## src/rtl/fix_pkg.sv

```systemverilog
// fix_pkg: shared types and byte constants for the FIX session manager.
package fix_pkg;

  // Per-host session state.
  typedef enum logic [1:0] {
    HOST_IDLE,
    HOST_CONNECTING,
    HOST_CONNECTED,
    HOST_DISCONNECTING
  } host_state_t;

  // Framer position inside the received byte stream.
  typedef enum logic [2:0] {
    P_MSG_START,  // next byte opens a new message (and a new field)
    P_FIELD,      // next byte opens a new field
    P_GOT1,       // field so far is "1"
    P_GOT10,      // field so far is "10"
    P_DIGITS,     // inside "10=" collecting checksum digits
    P_SKIP,       // inside some other field, waiting for SOH
    P_RESYNC      // message discarded, waiting for SOH
  } parse_state_t;

  localparam logic [7:0] SOH      = 8'h01;
  localparam logic [7:0] ASCII_1  = 8'h31;
  localparam logic [7:0] ASCII_EQ = 8'h3D;
  localparam logic [7:0] ASCII_0  = 8'h30;
  localparam logic [7:0] ASCII_9  = 8'h39;

  function automatic logic is_digit(input logic [7:0] b);
    return (b >= ASCII_0) && (b <= ASCII_9);
  endfunction

endpackage

```

## src/rtl/fix_checksum.sv

```systemverilog
// fix_checksum: running byte sum, snapshot of the sum at each field start,
// decimal decoder for the "10=" digits and the final compare.
module fix_checksum
  import fix_pkg::*;
(
  input  logic       clk,
  input  logic       rst,
  input  logic [7:0] byte_i,
  input  logic       byte_en_i,      // byte accepted by the framer
  input  logic       msg_first_i,    // byte is the first of a message
  input  logic       field_first_i,  // byte is the first of a field
  input  logic       digit_clear_i,  // "=" of the checksum field seen
  input  logic       digit_en_i,     // byte is a checksum digit
  output logic       ok_o
);

  logic [7:0] acc_q, snap_q;
  logic [9:0] val_q, val_d;
  logic [7:0] digit;

  assign digit = byte_i - ASCII_0;
  assign val_d = (val_q * 10'd10) + {2'b00, digit};

  // Sum restarts with each message; the snapshot holds the sum of every byte
  // before the current field, which is what "10=" is compared against.
  always_ff @(posedge clk or negedge rst) begin
    if (!rst) begin
      acc_q  <= '0;
      snap_q <= '0;
      val_q  <= '0;
    end else begin
      if (byte_en_i) begin
        acc_q <= (msg_first_i ? 8'h00 : acc_q) + byte_i;
        if (field_first_i) snap_q <= msg_first_i ? 8'h00 : acc_q;
      end
      if (digit_clear_i)   val_q <= '0;
      else if (digit_en_i) val_q <= val_d;
    end
  end

  assign ok_o = (val_q == {2'b00, snap_q});

endmodule

```

## src/rtl/fix_session_mgr.sv

```systemverilog
// fix_session_mgr: per-host FIX session FSMs with one outstanding connect
// attempt, plus a single-stream message framer. Build option FIX_CHECKSUM_EN
// adds the checksum compare; without it checksum_ok_o is tied high.
module fix_session_mgr
  import fix_pkg::*;
#(
  parameter int NUM_HOSTS    = 4,
  parameter int HOST_W       = $clog2(NUM_HOSTS),
  parameter int CONN_TIMEOUT = 1024
) (
  input  logic                 clk,
  input  logic                 rst,
  input  logic                 connect_i,
  input  logic [HOST_W-1:0]    connect_to_host_i,
  input  logic                 disconnect_i,
  input  logic [HOST_W-1:0]    disconnect_host_i,
  input  logic                 connected_i,
  input  logic [HOST_W-1:0]    connected_host_addr_i,
  input  logic [7:0]           message_i,
  input  logic                 valid_i,
  input  logic [HOST_W-1:0]    msg_host_i,
  output logic                 connect_req_o,
  output logic [HOST_W-1:0]    connect_addr_o,
  output logic                 disconnect_o,
  output logic [HOST_W-1:0]    disconnect_host_num_o,
  output logic                 busy_o,
  output logic                 timeout_o,
  output logic [NUM_HOSTS-1:0] host_connected_o,
  output logic                 message_received_o,
  output logic [HOST_W-1:0]    msg_src_o,
  output logic                 checksum_ok_o
);

  localparam int               CNT_W    = $clog2(CONN_TIMEOUT + 1);
  localparam logic [CNT_W-1:0] CNT_LAST = CNT_W'(CONN_TIMEOUT - 1);

  host_state_t        host_q [NUM_HOSTS];
  host_state_t        host_d [NUM_HOSTS];
  logic               busy_q, busy_d;
  logic [HOST_W-1:0]  pend_q, pend_d;
  logic [CNT_W-1:0]   cnt_q, cnt_d;
  logic               connect_req_q, connect_req_d;
  logic [HOST_W-1:0]  connect_addr_q, connect_addr_d;
  logic               disconnect_q, disconnect_d;
  logic [HOST_W-1:0]  disc_host_q, disc_host_d;
  logic               timeout_q, timeout_d;

  parse_state_t       pst_q, pst_d, pst_eff;
  logic [1:0]         dcnt_q, dcnt_d;
  logic [HOST_W-1:0]  cur_host_q, cur_host_d;
  logic               msg_rcv_q, msg_rcv_d;
  logic [HOST_W-1:0]  msg_src_q, msg_src_d;
  logic               byte_ok, restart;

  // Session state, attempt tracking and registered request pulses.
  // NOTE: the host state array is only NUM_HOSTS entries and every entry must
  // start IDLE, so it is reset like ordinary flops rather than left unreset.
  always_ff @(posedge clk or negedge rst) begin
    if (!rst) begin
      for (int i = 0; i < NUM_HOSTS; i++) host_q[i] <= HOST_IDLE;
      busy_q         <= 1'b0;
      pend_q         <= '0;
      cnt_q          <= '0;
      connect_req_q  <= 1'b0;
      connect_addr_q <= '0;
      disconnect_q   <= 1'b0;
      disc_host_q    <= '0;
      timeout_q      <= 1'b0;
    end else begin
      // NOTE: non-blocking assignments so every flop samples pre-edge values.
      host_q         <= host_d;
      busy_q         <= busy_d;
      pend_q         <= pend_d;
      cnt_q          <= cnt_d;
      connect_req_q  <= connect_req_d;
      connect_addr_q <= connect_addr_d;
      disconnect_q   <= disconnect_d;
      disc_host_q    <= disc_host_d;
      timeout_q      <= timeout_d;
    end
  end

  // Session next state: ack beats expiry, disconnect beats both, and a
  // connect to the disconnect target in the same cycle is dropped.
  always_comb begin
    // NOTE: every output of this block gets a default first, so no path can
    // leave one unassigned and infer a latch.
    host_d         = host_q;
    busy_d         = busy_q;
    pend_d         = pend_q;
    cnt_d          = cnt_q;
    connect_req_d  = 1'b0;
    connect_addr_d = '0;
    disconnect_d   = 1'b0;
    disc_host_d    = '0;
    timeout_d      = 1'b0;

    for (int i = 0; i < NUM_HOSTS; i++)
      if (host_q[i] == HOST_DISCONNECTING) host_d[i] = HOST_IDLE;

    if (busy_q) cnt_d = cnt_q + CNT_W'(1);

    if (connected_i && host_q[connected_host_addr_i] == HOST_CONNECTING) begin
      host_d[connected_host_addr_i] = HOST_CONNECTED;
      busy_d = 1'b0;
    end else if (busy_q && cnt_q == CNT_LAST) begin
      host_d[pend_q] = HOST_IDLE;
      busy_d    = 1'b0;
      timeout_d = 1'b1;
    end

    if (disconnect_i && (host_q[disconnect_host_i] == HOST_CONNECTED ||
                         host_q[disconnect_host_i] == HOST_CONNECTING)) begin
      host_d[disconnect_host_i] = HOST_DISCONNECTING;
      disconnect_d = 1'b1;
      disc_host_d  = disconnect_host_i;
      if (host_q[disconnect_host_i] == HOST_CONNECTING) begin
        busy_d    = 1'b0;
        timeout_d = 1'b0;
      end
    end

    if (connect_i && !busy_q && host_q[connect_to_host_i] == HOST_IDLE &&
        !(disconnect_i && disconnect_host_i == connect_to_host_i)) begin
      host_d[connect_to_host_i] = HOST_CONNECTING;
      busy_d         = 1'b1;
      pend_d         = connect_to_host_i;
      cnt_d          = '0;
      connect_req_d  = 1'b1;
      connect_addr_d = connect_to_host_i;
    end
  end

  // A byte counts only if strobed from a connected host; a byte from a
  // different host than the message in progress restarts the framer.
  assign byte_ok = valid_i && (host_q[msg_host_i] == HOST_CONNECTED);
  assign restart = byte_ok && (pst_q != P_MSG_START) && (msg_host_i != cur_host_q);
  assign pst_eff = restart ? P_MSG_START : pst_q;

  // Framer state and registered end-of-message pulse.
  always_ff @(posedge clk or negedge rst) begin
    if (!rst) begin
      pst_q      <= P_MSG_START;
      dcnt_q     <= '0;
      cur_host_q <= '0;
      msg_rcv_q  <= 1'b0;
      msg_src_q  <= '0;
    end else begin
      pst_q      <= pst_d;
      dcnt_q     <= dcnt_d;
      cur_host_q <= cur_host_d;
      msg_rcv_q  <= msg_rcv_d;
      msg_src_q  <= msg_src_d;
    end
  end

  // Framer next state: find "10=", take exactly three digits, end on SOH.
  always_comb begin
    pst_d      = pst_q;
    dcnt_d     = dcnt_q;
    cur_host_d = cur_host_q;
    msg_rcv_d  = 1'b0;
    msg_src_d  = '0;
    if (byte_ok) begin
      cur_host_d = msg_host_i;
      pst_d      = pst_eff;
      case (pst_eff)
        P_MSG_START, P_FIELD: begin
          if (message_i == SOH)          pst_d = P_FIELD;
          else if (message_i == ASCII_1) pst_d = P_GOT1;
          else                           pst_d = P_SKIP;
        end
        P_GOT1: begin
          if (message_i == ASCII_0)   pst_d = P_GOT10;
          else if (message_i == SOH)  pst_d = P_FIELD;
          else                        pst_d = P_SKIP;
        end
        P_GOT10: begin
          if (message_i == ASCII_EQ) begin
            pst_d  = P_DIGITS;
            dcnt_d = '0;
          end else if (message_i == SOH) begin
            pst_d = P_FIELD;
          end else begin
            pst_d = P_SKIP;
          end
        end
        P_DIGITS: begin
          if (is_digit(message_i)) begin
            if (dcnt_q == 2'd3) pst_d = P_RESYNC;
            else                dcnt_d = dcnt_q + 2'd1;
          end else if (message_i == SOH) begin
            // Short digit field is a framing error; this SOH is the resync point.
            pst_d = P_MSG_START;
            if (dcnt_q == 2'd3) begin
              msg_rcv_d = 1'b1;
              msg_src_d = msg_host_i;
            end
          end else begin
            pst_d = P_RESYNC;
          end
        end
        P_SKIP:   if (message_i == SOH) pst_d = P_FIELD;
        P_RESYNC: if (message_i == SOH) pst_d = P_MSG_START;
        default:  pst_d = P_MSG_START;
      endcase
    end
  end

`ifdef FIX_CHECKSUM_EN
  logic ck_ok, checksum_ok_q;

  fix_checksum u_checksum (
    .clk           (clk),
    .rst           (rst),
    .byte_i        (message_i),
    .byte_en_i     (byte_ok),
    .msg_first_i   (byte_ok && pst_eff == P_MSG_START),
    .field_first_i (byte_ok && (pst_eff == P_MSG_START || pst_eff == P_FIELD)),
    .digit_clear_i (byte_ok && pst_eff == P_GOT10 && message_i == ASCII_EQ),
    .digit_en_i    (byte_ok && pst_eff == P_DIGITS && is_digit(message_i) &&
                    dcnt_q != 2'd3),
    .ok_o          (ck_ok)
  );

  // Checksum verdict is registered alongside the end-of-message pulse.
  always_ff @(posedge clk or negedge rst) begin
    if (!rst) checksum_ok_q <= 1'b0;
    else      checksum_ok_q <= msg_rcv_d & ck_ok;
  end

  assign checksum_ok_o = checksum_ok_q;
`else
  assign checksum_ok_o = 1'b1;
`endif

  assign connect_req_o         = connect_req_q;
  assign connect_addr_o        = connect_addr_q;
  assign disconnect_o          = disconnect_q;
  assign disconnect_host_num_o = disc_host_q;
  assign busy_o                = busy_q;
  assign timeout_o             = timeout_q;
  assign message_received_o    = msg_rcv_q;
  assign msg_src_o             = msg_src_q;

  // Per-host CONNECTED flags straight from the state array.
  always_comb begin
    for (int i = 0; i < NUM_HOSTS; i++)
      host_connected_o[i] = (host_q[i] == HOST_CONNECTED);
  end

endmodule

```

## config.mk

```make
export PLATFORM = sky130hd
export DESIGN_NAME = fix_session_mgr
export DESIGN_NICKNAME = d
export VERILOG_FILES = /design/src/rtl/fix_pkg.sv /design/src/rtl/fix_checksum.sv /design/src/rtl/fix_session_mgr.sv
export SDC_FILE = /design/constraint.sdc
export NUM_CORES = 1
export LEC_CHECK = 0
export ABC_AREA = 0
export CAP_MARGIN = 40
export CORE_ASPECT_RATIO = 1.4
export CORE_MARGIN = 1
export CORE_UTILIZATION = 53
export CTS_BUF_LIST = sky130_fd_sc_hd__clkbuf_16
export DETAILED_ROUTE_END_ITERATION = 16
export HOLD_SLACK_MARGIN = 0.1
export PLACE_DENSITY_LB_ADDON = 0.08
export SETUP_SLACK_MARGIN = 0.15
export SYNTH_ARGS = -nofsm -noshare
export SYNTH_HDL_FRONTEND = slang
export SYNTH_SLANG_ARGS = --single-unit
```

## constraint.sdc

```tcl
create_clock -name clk -period 2.25 [get_ports clk]
set_input_delay 0.45 -clock clk [delete_from_list [all_inputs] [get_ports clk]]
set_output_delay 0.45 -clock clk [all_outputs]
set_load 0.02 [all_outputs]
```

==> results of run 1 <==
metal layers:
layer  global-route usage [%]  wire [um]  vias up
met5                        0          0        -
met4                     10.5        166        0
met3                     4.72        282       15
met2                     47.4       2900       77
met1                     30.9       2270      954
li1                         -          -      970
power by group through the flow:
stage | Combinational (uW) | Sequential [uW] | Clock [uW]
final | 1320 | 1140 | 781
after global routing | 1450 | 1170 | 821
after CTS | 1300 | 1130 | 787
after detailed placement | 1280 | 1140 | 0
after global placement | 1250 | 1130 | 0
after floorplan | 800 | 1090 | 0
logic make-up after synthesis:
| family | Yosys count | share of synthesized area, % |
|---|---|---|
| other | 1 | 0.166 |
| buffers and inverters | 18 | 3.66 |
| multiplexers | 9 | 5.82 |
| AND/OR/NAND/NOR | 99 | 26.1 |
| adder cells (fa/ha/maj) | 3 | 1.66 |
| XOR/XNOR | 11 | 4.27 |
| flip-flops | 39 | 43.2 |
| AO/OA/AOI/OAI | 50 | 15.1 |
cell type report:
type                            instances  area, um^2
Inverter                                9        33.8
Multi-Input combinational cell        173        1210
Sequential cell                        39         976
Fill cell                             282         961
Clock inverter                          3        38.8
Timing Repair Buffer                   71         623
Tap cell                               43        53.8
Clock buffer                            5         125
sequential cells by signal, indices dropped and copies added, names as in the netlist:
signal,cells
busy_o,1
cnt_q,11
connect_addr_o,2
connect_req_o,1
cur_host_q,2
dcnt_q,2
disconnect_host_num_o,2
disconnect_o,1
host_q,8
message_received_o,1
msg_src_o,2
pend_q,2
pst_q,3
timeout_o,1
through the flow:
| stage | setup TNS [ps] | util [%] | worst slack, ps |
|---|---|---|---|
| finish | 0 | 76.1 | 186 |
| global route | 0 | 76.1 | 120 |
| floorplan | 0 | - | 185 |
| global placement | -5360 | 71.1 | -354 |
| detailed placement | -7000 | 71.1 | -450 |
| CTS | 0 | 75.4 | 116 |
path summary, 6_finish.rpt:
| kind | startpoint | to | depth (start not counted) |
|---|---|---|---|
| max reg2reg | host_q[6] | host_q[0] | 6 |
| min | rst | cnt_q[5] | 1 |
| min reg2reg | dcnt_q[0] | dcnt_q[0] | 1 |
| min in group clk | dcnt_q[0] | dcnt_q[0] | 1 |
| max in group asynchronous | rst | connect_addr_o[0] | 2 |
| max | disconnect_host_i[0] | host_q[0] | 7 |
cell usage in the layout (no fill, tap or decap), types with 3 or more instances in the layout:
cell type	n
dfrtp_1	39
buf_4	35
clkdlybuf4s50_1	31
nor2_1	21
nand2_1	17
o21ai_0	16
nor2b_1	10
inv_1	9
a21oi_1	9
xor2_1	7
and2_1	5
nand4_1	5
clkbuf_16	5
nor3b_1	4
xnor2_1	4
nand2b_1	4
nand3_1	4
and4b_1	4
nor3_1	3
mux4_2	3
mux2i_1	3
mux2_2	3
ha_1	3
timing repair:
item,CTS,global route
pin swaps,0,4
resized for setup,7,4
gates cloned,0,0
setup endpoints to repair,24,8
buffers inserted,0,3
==> run summary, run 1 <==
Status = complete, but fails checks
Failing checks = design-rule violations
Placed cell count = 332
Distinct cells, synth = 62
Crit path arrival time = 2220 ps
Slowest cell on crit path = mux4_2
Static Leak = 0.00143 uW
Area contributors post-synth = dfrtp_1, o21ai_0, nor2_1
Syn Area/Cell = 9.81 um^2
Worst-margin pin slew = 518 ps
Minimum clock period = 2060 ps
Max Fanout on Critical Path = 5
Max incr delay on CP = 530 ps
Syn nets = 255
Clock Power Share = 24.1%
CORE AREA = 4020 um^2
Crit path cell chain = clkdlybuf4s15_2 -> mux4_2 -> ha_1 -> nor2b_2 -> buf_4 -> and3_1 -> a221o_1
Fin. Hold Viols = 0
# DRC = 4
Delay-heaviest family, CP = multiplexers
Clk buf depth = 2
Area growth syn-to-layout = 35.5%
Final setup fails = 0
Initial core utilization = 56.1%
Combinational power share = 40.8%
Ys async rst share = 100%
Iteration-0 DRC Markers = 120
Post-DP HPWL = 4120 um
Skew-Pair Late Insertion Delay = 280 ps
ANT cells = 0
CTS Hold Bufs = 0
Hold slack final = 144 ps
Post-route cell area = 3060 um^2
Clock tree sinks = 39
Pin count of the biggest net entering global routing = 25
Initial antenna violation count = 0
Sequential Power Share = 35.1%
Sw power = 1150 uW
Std-Cell Rows = 27
Die Wd = 57.2 um
Number of global-route vias before repair = 2030
Clock Skew = 4.68 ps
Pre-Repair DR Iteration Count = 11
Slew Limit Fails = 0
Routed Wire Length = 5620 um
Post-DP Area = 2860 um^2
DRT antenna net count = 0
Critical path class = in2reg
Detailed-route via count = 2016
Port buffer count = 36
H-tree levels = 2
Total design power = 3240 uW
RePlAce Congestion = 0.931
Sequential share of the synthesized area = 43.2%
Worst hold path class = in2async
FMAX = 485 MHz
Synth top area share = 43.2%
Switching portion of total power = 35.5%
Top cells by count, synth = dfrtp_1, nor2_1, nand2_1, o21ai_0, nor2b_1
IO Pins = 38
Clk root buf = clkbuf_16
Critical path startpoint category = input port
Power density over the cells = 1060 nW/um^2
Die Y-Extent = 79.2 um
Tcrit/Tclk final = 91.7%
RSZ-0062 raised after global routing = true
Synthesis-stage register bit count = 39
First-pass GRT wire length = 9110 um
Cts bufs inserted = 5
Worst R2R Setup Slack = 240 ps
Slew Limit Headroom = 65.4%
Total GRT Usage = 26.5%
MaxCap Viol Count = 0
Layout Nets = 324
Fraction of layout cells with a size suffix above 1 = 21.7%
Top-count cell post-synth = dfrtp_1
Synth warn = 0
Post-synthesis cell count = 230
Pint = 2090 uW
DR vias/cell = 5.88
CTS tree = done
GR Overflow Total = 0
Synth area leader = dfrtp_1
CP Data Required Time = 2410 ps
Routed len/inst = 16.4 um
Post-Syn Area = 2260 um^2
Main flop type after synthesis = dfrtp_1
Clock slew at reported path FFs = 60 ps
CP Buf/Inv Count = 2
Worst vdd ir = 696 uV
Crit end category = register
Die area = 4530 um^2
Finished Layout Cells = 343
Post-synth EDFFs = 0
Power figures use the tool's default switching activity.
==> inputs of run 2 (changes only) <==
Settings changed: CORE_UTILIZATION 53 to 55.
Clock period 2.25 ns to 2.6 ns, I/O delays scaled along.
==> run 2 against run 1 <==
Effect of this change:
- the flow now finishes without violations
- utilization decreased by 2.1 points
- global-route usage decreased by 0.36 points
- die area decreased by 3.5%
- count of clock-buffer cells in the layout unchanged
- combinational power decreased by 22%
- final cell count decreased by 5.5%
==> run summary, run 2 (synthesis results as in run 1) <==
Critical path class = in2reg
Die Y-Extent = 77.8 um (-1.8%)
Largest regs = cnt_q: 11 flops, host_q: 8 flops, pst_q: 3 flops
Clock tree sinks = 39 (unchanged)
Detailed-route via count = 1921 (-4.7%)
Initial core utilization = 57.6% (+1.5 points)
Finished Layout Cells = 324 (-5.5%)
Cts bufs inserted = 5 (unchanged)
Initial antenna violation count = 0 (unchanged)
Top reg by flops = cnt_q
Crit end category = register
Post-DP Area = 2740 um^2 (-4.0%)
CP Data Required Time = 2750 ps (+340 ps)
ANT cells = 0 (unchanged)
MaxCap Viol Count = 0 (unchanged)
Clk buf depth = 2 (unchanged)
Fin. Hold Viols = 0 (unchanged)
Worst hold path class = reg2reg
Routed len/inst = 15.9 um (-3.0%)
DRT antenna net count = 0 (unchanged)
Area growth syn-to-layout = 28.5%
Total GRT Usage = 26.1% (-0.36 points)
Power density over the cells = 901 nW/um^2 (-15%)
Crit path arrival time = 2390 ps (+170 ps)
FMAX = 446 MHz
Hold depth = 1
Pin count of the biggest net entering global routing = 39 (+56%)
CTS tree = done
IO Pins = 38 (unchanged)
Max Fanout on Critical Path = 4 (-1)
Post-route cell area = 2900 um^2 (-5.2%)
Final setup fails = 0 (unchanged)
Worst R2R Setup Slack = 580 ps (+340 ps)
Port buffer count = 36 (unchanged)
Skew-Pair Late Insertion Delay = 280 ps (about the same)
Reg-to-reg endpoint = host_q[0]
Iteration-0 DRC Markers = 142 (+18%)
DR vias/cell = 5.93 (+0.88%)
Layout Nets = 305 (-5.9%)
Clk root buf = clkbuf_16
H-tree levels = 2 (unchanged)
Clock slew at reported path FFs = 50 ps (about the same)
Hold wc startpoint = dcnt_q[0]
Tcrit/Tclk final = 86.1%
Commonest non-fill, non-tap cell in the layout = dfrtp_1
# DRC = 0 (-4)
RePlAce Congestion = 0.925 (-0.64%)
Minimum clock period = 2240 ps
Reg-to-reg startpoint = host_q[5]
Hold Path Sink = dcnt_q[0]
Critical path startpoint category = input port
Status = complete, no violations
Post-Place Setup Slack = -143 ps (+307 ps)
Pre-Repair DR Iteration Count = 4 (-7)
Hold slack final = 492 ps (+348 ps)
Die Wd = 56.1 um (-1.8%)
Routed Wire Length = 5150 um (-8.4%)
Commonest non-fill, non-tap cells in the layout = dfrtp_1, clkdlybuf4s50_1, nor2_1, o21ai_0, nand2_1
# Post-CTS Setup Buffers = 0 (unchanged)
R2R cell count = 5 (-1)
Placed cell count = 315 (-5.1%)
Max reg flops = 11 (unchanged)
GR Overflow Total = 0 (unchanged)
Clock Skew = 4.81 ps (+0.132 ps)
Fillers = 288 (+2.1%)
Fraction of layout cells with a size suffix above 1 = 14.9% (-6.7 points)
CORE AREA = 3920 um^2 (-2.5%)
Post-route setup slack = 360 ps (+174 ps)
Die area = 4370 um^2 (-3.5%)
Worst vdd ir = 729 uV (+4.8%)
Slew Limit Fails = 0 (unchanged)
Static Leak = 0.00131 uW (-7.9%)
Final TNS setup = 0 ps (unchanged)
Std-Cell Rows = 27 (unchanged)
Number of global-route vias before repair = 1984 (-2.3%)
Post-DP HPWL = 3880 um (-5.8%)
First-pass GRT wire length = 8960 um (-1.7%)
RSZ-0062 raised after global routing = false
==> run 2: cell types whose count changed in the layout (fill, tap and decap cells not counted), sizes merged <==
cell / previous run / this run
buf: 36 / 16
bufinv: 1 / 0
clkdlybuf4s15: 1 / 0
clkdlybuf4s50: 31 / 34
clkinv: 2 / 1
dlygate4sd2: 1 / 0
dlygate4sd3: 0 / 1
dlymetal6s2s: 2 / 1
inv: 9 / 11
==> run 2: worst max-delay path by stage <==
| stage | cells past startpoint | startpoint | slack (ps) | end |
|---|---|---|---|---|
| after floorplan | 7 | disconnect_host_i[0] | 390 | busy_o |
| after global placement | 9 | disconnect_host_i[0] | -90 | host_q[4] |
| after detailed placement | 9 | disconnect_host_i[0] | -140 | host_q[4] |
| after CTS | 9 | disconnect_host_i[0] | 230 | host_q[4] |
| final | 6 | message_i[3] | 360 | pst_q[1] |
| after global routing | 6 | msg_host_i[0] | 300 | pst_q[0] |
==> run 2: per-stage QoR <==
| stage | power [uW] | util (%) |
|---|---|---|
| floorplan | 1640 | - |
| global route | 2790 | 74.0 |
| finish | 2610 | 74.0 |
| CTS | 2610 | 73.8 |
| detailed placement | 2030 | 70.0 |
| global placement | 2000 | 69.5 |
==> run 2: metal layers <==
metal / vias up / global-route usage (%) / routed length, um
met1: 908 / 31.6 / 2100
li1: 936 / - / -
met2: 66 / 44.9 / 2680
met5: - / 0 / 0
met4: 0 / 10.5 / 107
met3: 11 / 5.50 / 254
==> run 2: cell type report <==
class | count | area (um^2) | share of cell area, %
repair buffers | 52 | 493 | 17.0
clock buffers | 5 | 125 | 4.31
clock inverters | 3 | 12.5 | 0.431
well taps | 43 | 53.8 | 1.86
flip-flops and latches | 39 | 976 | 33.6
inverters | 9 | 33.8 | 1.16
multi-input cells | 173 | 1210 | 41.6
==> run 2: power by group <==
group / leakage, uW / internal, uW / switching, uW
Clock: 0.0000762 / 346 / 224
Sequential: 0.000507 / 785 / 224
Combinational: 0.000729 / 519 / 516
Total: 0.00131 / 1650 / 964
==> run 2: critical path, cell delays in order <==
cell,delay (ps)
clkdlybuf4s50_1,450
or4b_2,700
o21ai_0,270
a21oi_1,110
o2111ai_1,220
o211ai_1,110
==> run 2: timing repair <==
item / CTS / global route
endpoints found under the setup margin: 1 / 4
gates cloned: 0 / 0
resized for setup: 1 / 2
hold buffers: 1 / 0
hold endpoints to repair: 1 / 0
==> inputs of run 3 (changes only) <==
Settings changed: CORE_MARGIN 1 to 2.
==> run 3 against run 2 <==
Effect of this change:
- hold slack worse by 310 ps
- global-route usage shrank 1.7 points
- via count down 0.31%
- combinational power hardly changed
- maximum frequency shrank 1.2%
- sequential power barely moved
- critical endpoint unchanged
- final cell count decreased by 0.31%
- clock power decreased by 1%
- first-iteration DRC count rose by 24%
- count of clock-buffer cells in the layout is the same
- critical path type unchanged
- critical path depth unchanged
- non-clock buffer count stayed put
==> run summary, run 3 (synthesis results as in run 1) <==
Post-DP HPWL = 3970 um (+2.5%)
Iteration-0 DRC Markers = 176 (+24%)
Critical path class = in2reg
Die Wd = 58.1 um (+3.6%)
Finished Layout Cells = 323 (-0.31%)
Crit end category = register
CORE AREA = 3950 um^2 (+0.86%)
IO Pins = 38 (unchanged)
Number of global-route vias before repair = 1892 (-4.6%)
Crit path arrival time = 2410 ps (+20 ps)
Detailed-route via count = 1915 (-0.31%)
Reg-to-reg endpoint = host_q[0]
Initial core utilization = 57.1% (-0.49 points)
Initial antenna violation count = 0 (unchanged)
Max incr delay on CP = 720 ps (+20 ps)
Max Fanout on Critical Path = 5 (+1)
Commonest non-fill, non-tap cells in the layout = dfrtp_1, clkdlybuf4s50_1, nor2_1, o21ai_0, nand2_1
Max reg flops = 11 (unchanged)
DRT antenna net count = 0 (unchanged)
Clk root buf = clkbuf_16
RSZ-0062 raised after global routing = false
Power density over the cells = 901 nW/um^2 (about the same)
Worst-margin pin slew = 514 ps
H-tree levels = 2 (unchanged)
# DRC = 0 (unchanged)
Placed cell count = 316 (+0.32%)
Switching portion of total power = 36.8% (-0.061 points)
FMAX = 441 MHz (-1.2%)
Combinational power share = 40.1% (+0.5 points)
Slew Limit Fails = 0 (unchanged)
Routed len/inst = 16.0 um (+1.0%)
Cts bufs inserted = 5 (unchanged)
Worst hold path class = in2async
R2R cell count = 5 (unchanged)
DR vias/cell = 5.93 (about the same)
Clk buf depth = 2 (unchanged)
Std-Cell Rows = 27 (unchanged)
Pin count of the biggest net entering global routing = 24 (-38%)
Status = complete, no violations
Hold slack final = 181 ps (-311 ps)
Fin. Hold Viols = 0 (unchanged)
Sw power = 965 uW (+0.13%)
Fillers = 296 (+2.8%)
Slowest cell on crit path = or4b_2
Clock tree sinks = 39 (unchanged)
Tcrit/Tclk final = 87.2% (+1.0 points)
MaxCap Viol Count = 0 (unchanged)
Port buffer count = 36 (unchanged)
Top reg by flops = cnt_q
Post-DP Area = 2770 um^2 (+1.0%)
RePlAce Congestion = 0.919 (-0.69%)
Post-route cell area = 2910 um^2 (+0.30%)
Pint = 1660 uW (+0.39%)
Fraction of layout cells with a size suffix above 1 = 15.4% (+0.41 points)
Worst R2R Setup Slack = 590 ps (about the same)
Die area = 4640 um^2 (+6.2%)
CP Data Required Time = 2740 ps (about the same)
Reg-to-reg startpoint = host_q[5]
Clock slew at reported path FFs = 60 ps (about the same)
Clock Power Share = 21.5% (-0.3 points)
Total GRT Usage = 24.4% (-1.7 points)
Static Leak = 0.00131 uW (-0.41%)
CTS tree = done
First-pass GRT wire length = 8650 um (-3.5%)
Slew Limit Headroom = 65.5%
Die Y-Extent = 79.8 um (+2.6%)
Routed Wire Length = 5180 um (+0.70%)
Commonest non-fill, non-tap cell in the layout = dfrtp_1
Area growth syn-to-layout = 28.9%
Crit path cell chain = clkdlybuf4s50_1 -> or4b_2 -> o21ai_0 -> a21oi_1 -> o2111ai_1 -> o211ai_1
Largest regs = cnt_q: 11 flops, host_q: 8 flops, pst_q: 3 flops
Skew-Pair Late Insertion Delay = 280 ps (about the same)
Clock Skew = 4.80 ps (-0.0148 ps)
Minimum clock period = 2270 ps (+26.8 ps)
Final setup fails = 0 (unchanged)
GR Overflow Total = 0 (unchanged)
Critical path startpoint category = input port
ANT cells = 0 (unchanged)
Pre-Repair DR Iteration Count = 4 (unchanged)
Sequential Power Share = 38.4% (-0.2 points)
Worst vdd ir = 731 uV (+0.24%)
Layout Nets = 305 (unchanged)
==> run 3: cell types whose count changed in the layout (fill, tap and decap cells not counted), sizes merged <==
cell / previous run / this run
inv: 11 / 9
buf: 16 / 17
clkinv: 1 / 2
dlygate4sd3: 1 / 0
==> run 3: worst max-delay path: cells and delay by family <==
family	cells	cell delay, ps
AND/OR/NAND/NOR	1	720
AO/OA/AOI/OAI	4	700
buffers and inverters	1	460
==> run 3: power by group through the flow <==
stage               Combinational, uW  Clock [uW]  Sequential [uW]
global placement                 1010           0             1010
CTS                              1050         576              998
global route                     1150         603             1030
detailed placement               1040           0             1010
floorplan                         689           0              947
finish                           1050         563             1010
==> run 3: cell type report <==
cell class              count  area, um^2  share of cell area [%]
well taps                  43        53.8                    1.85
clock inverters             2        8.76                   0.301
multi-input cells         173        1200                    41.3
clock buffers               5         125                    4.30
inverters                   9        33.8                    1.16
repair buffers             52         510                    17.5
flip-flops and latches     39         976                    33.5
==> run 3: stage by stage <==
stage | TNS (ps) | worst slack (ps) | power [uW] | utilization (%)
finish | 0 | 334 | 2620 | 73.6
global route | 0 | 174 | 2780 | 73.6
CTS | 0 | 194 | 2630 | 73.5
detailed placement | -753 | -137 | 2050 | 70.1
global placement | -252 | -71.6 | 2010 | 69.4
floorplan | 0 | 392 | 1640 | -
==> run 3: worst max path at each step <==
stage | start | cells after the start | end | slack, ps
after detailed placement | disconnect_host_i[0] | 8 | host_q[2] | -140
after global placement | disconnect_host_i[0] | 8 | host_q[2] | -70
after CTS | disconnect_host_i[0] | 8 | host_q[3] | 190
after floorplan | disconnect_host_i[0] | 7 | busy_o | 390
after global routing | message_i[3] | 6 | pst_q[1] | 170
final | message_i[3] | 6 | pst_q[1] | 330
==> run 3: per-layer routing <==
metal / share of wire [%] / routed length (um) / up-vias / GRT usage, %
met4: 2.2 / 112 / 0 / 9.30
met5: 0 / 0 / - / 0
met2: 53 / 2730 / 52 / 42.2
met3: 4.0 / 207 / 9 / 5.83
met1: 41 / 2130 / 922 / 28.7
li1: - / - / 932 / -
==> run 3: repair_timing <==
item                       CTS  global route
resized for setup            1             1
gates cloned                 0             0
setup endpoints to repair    3             4
setup buffers                0             0
hold buffers                 0             0
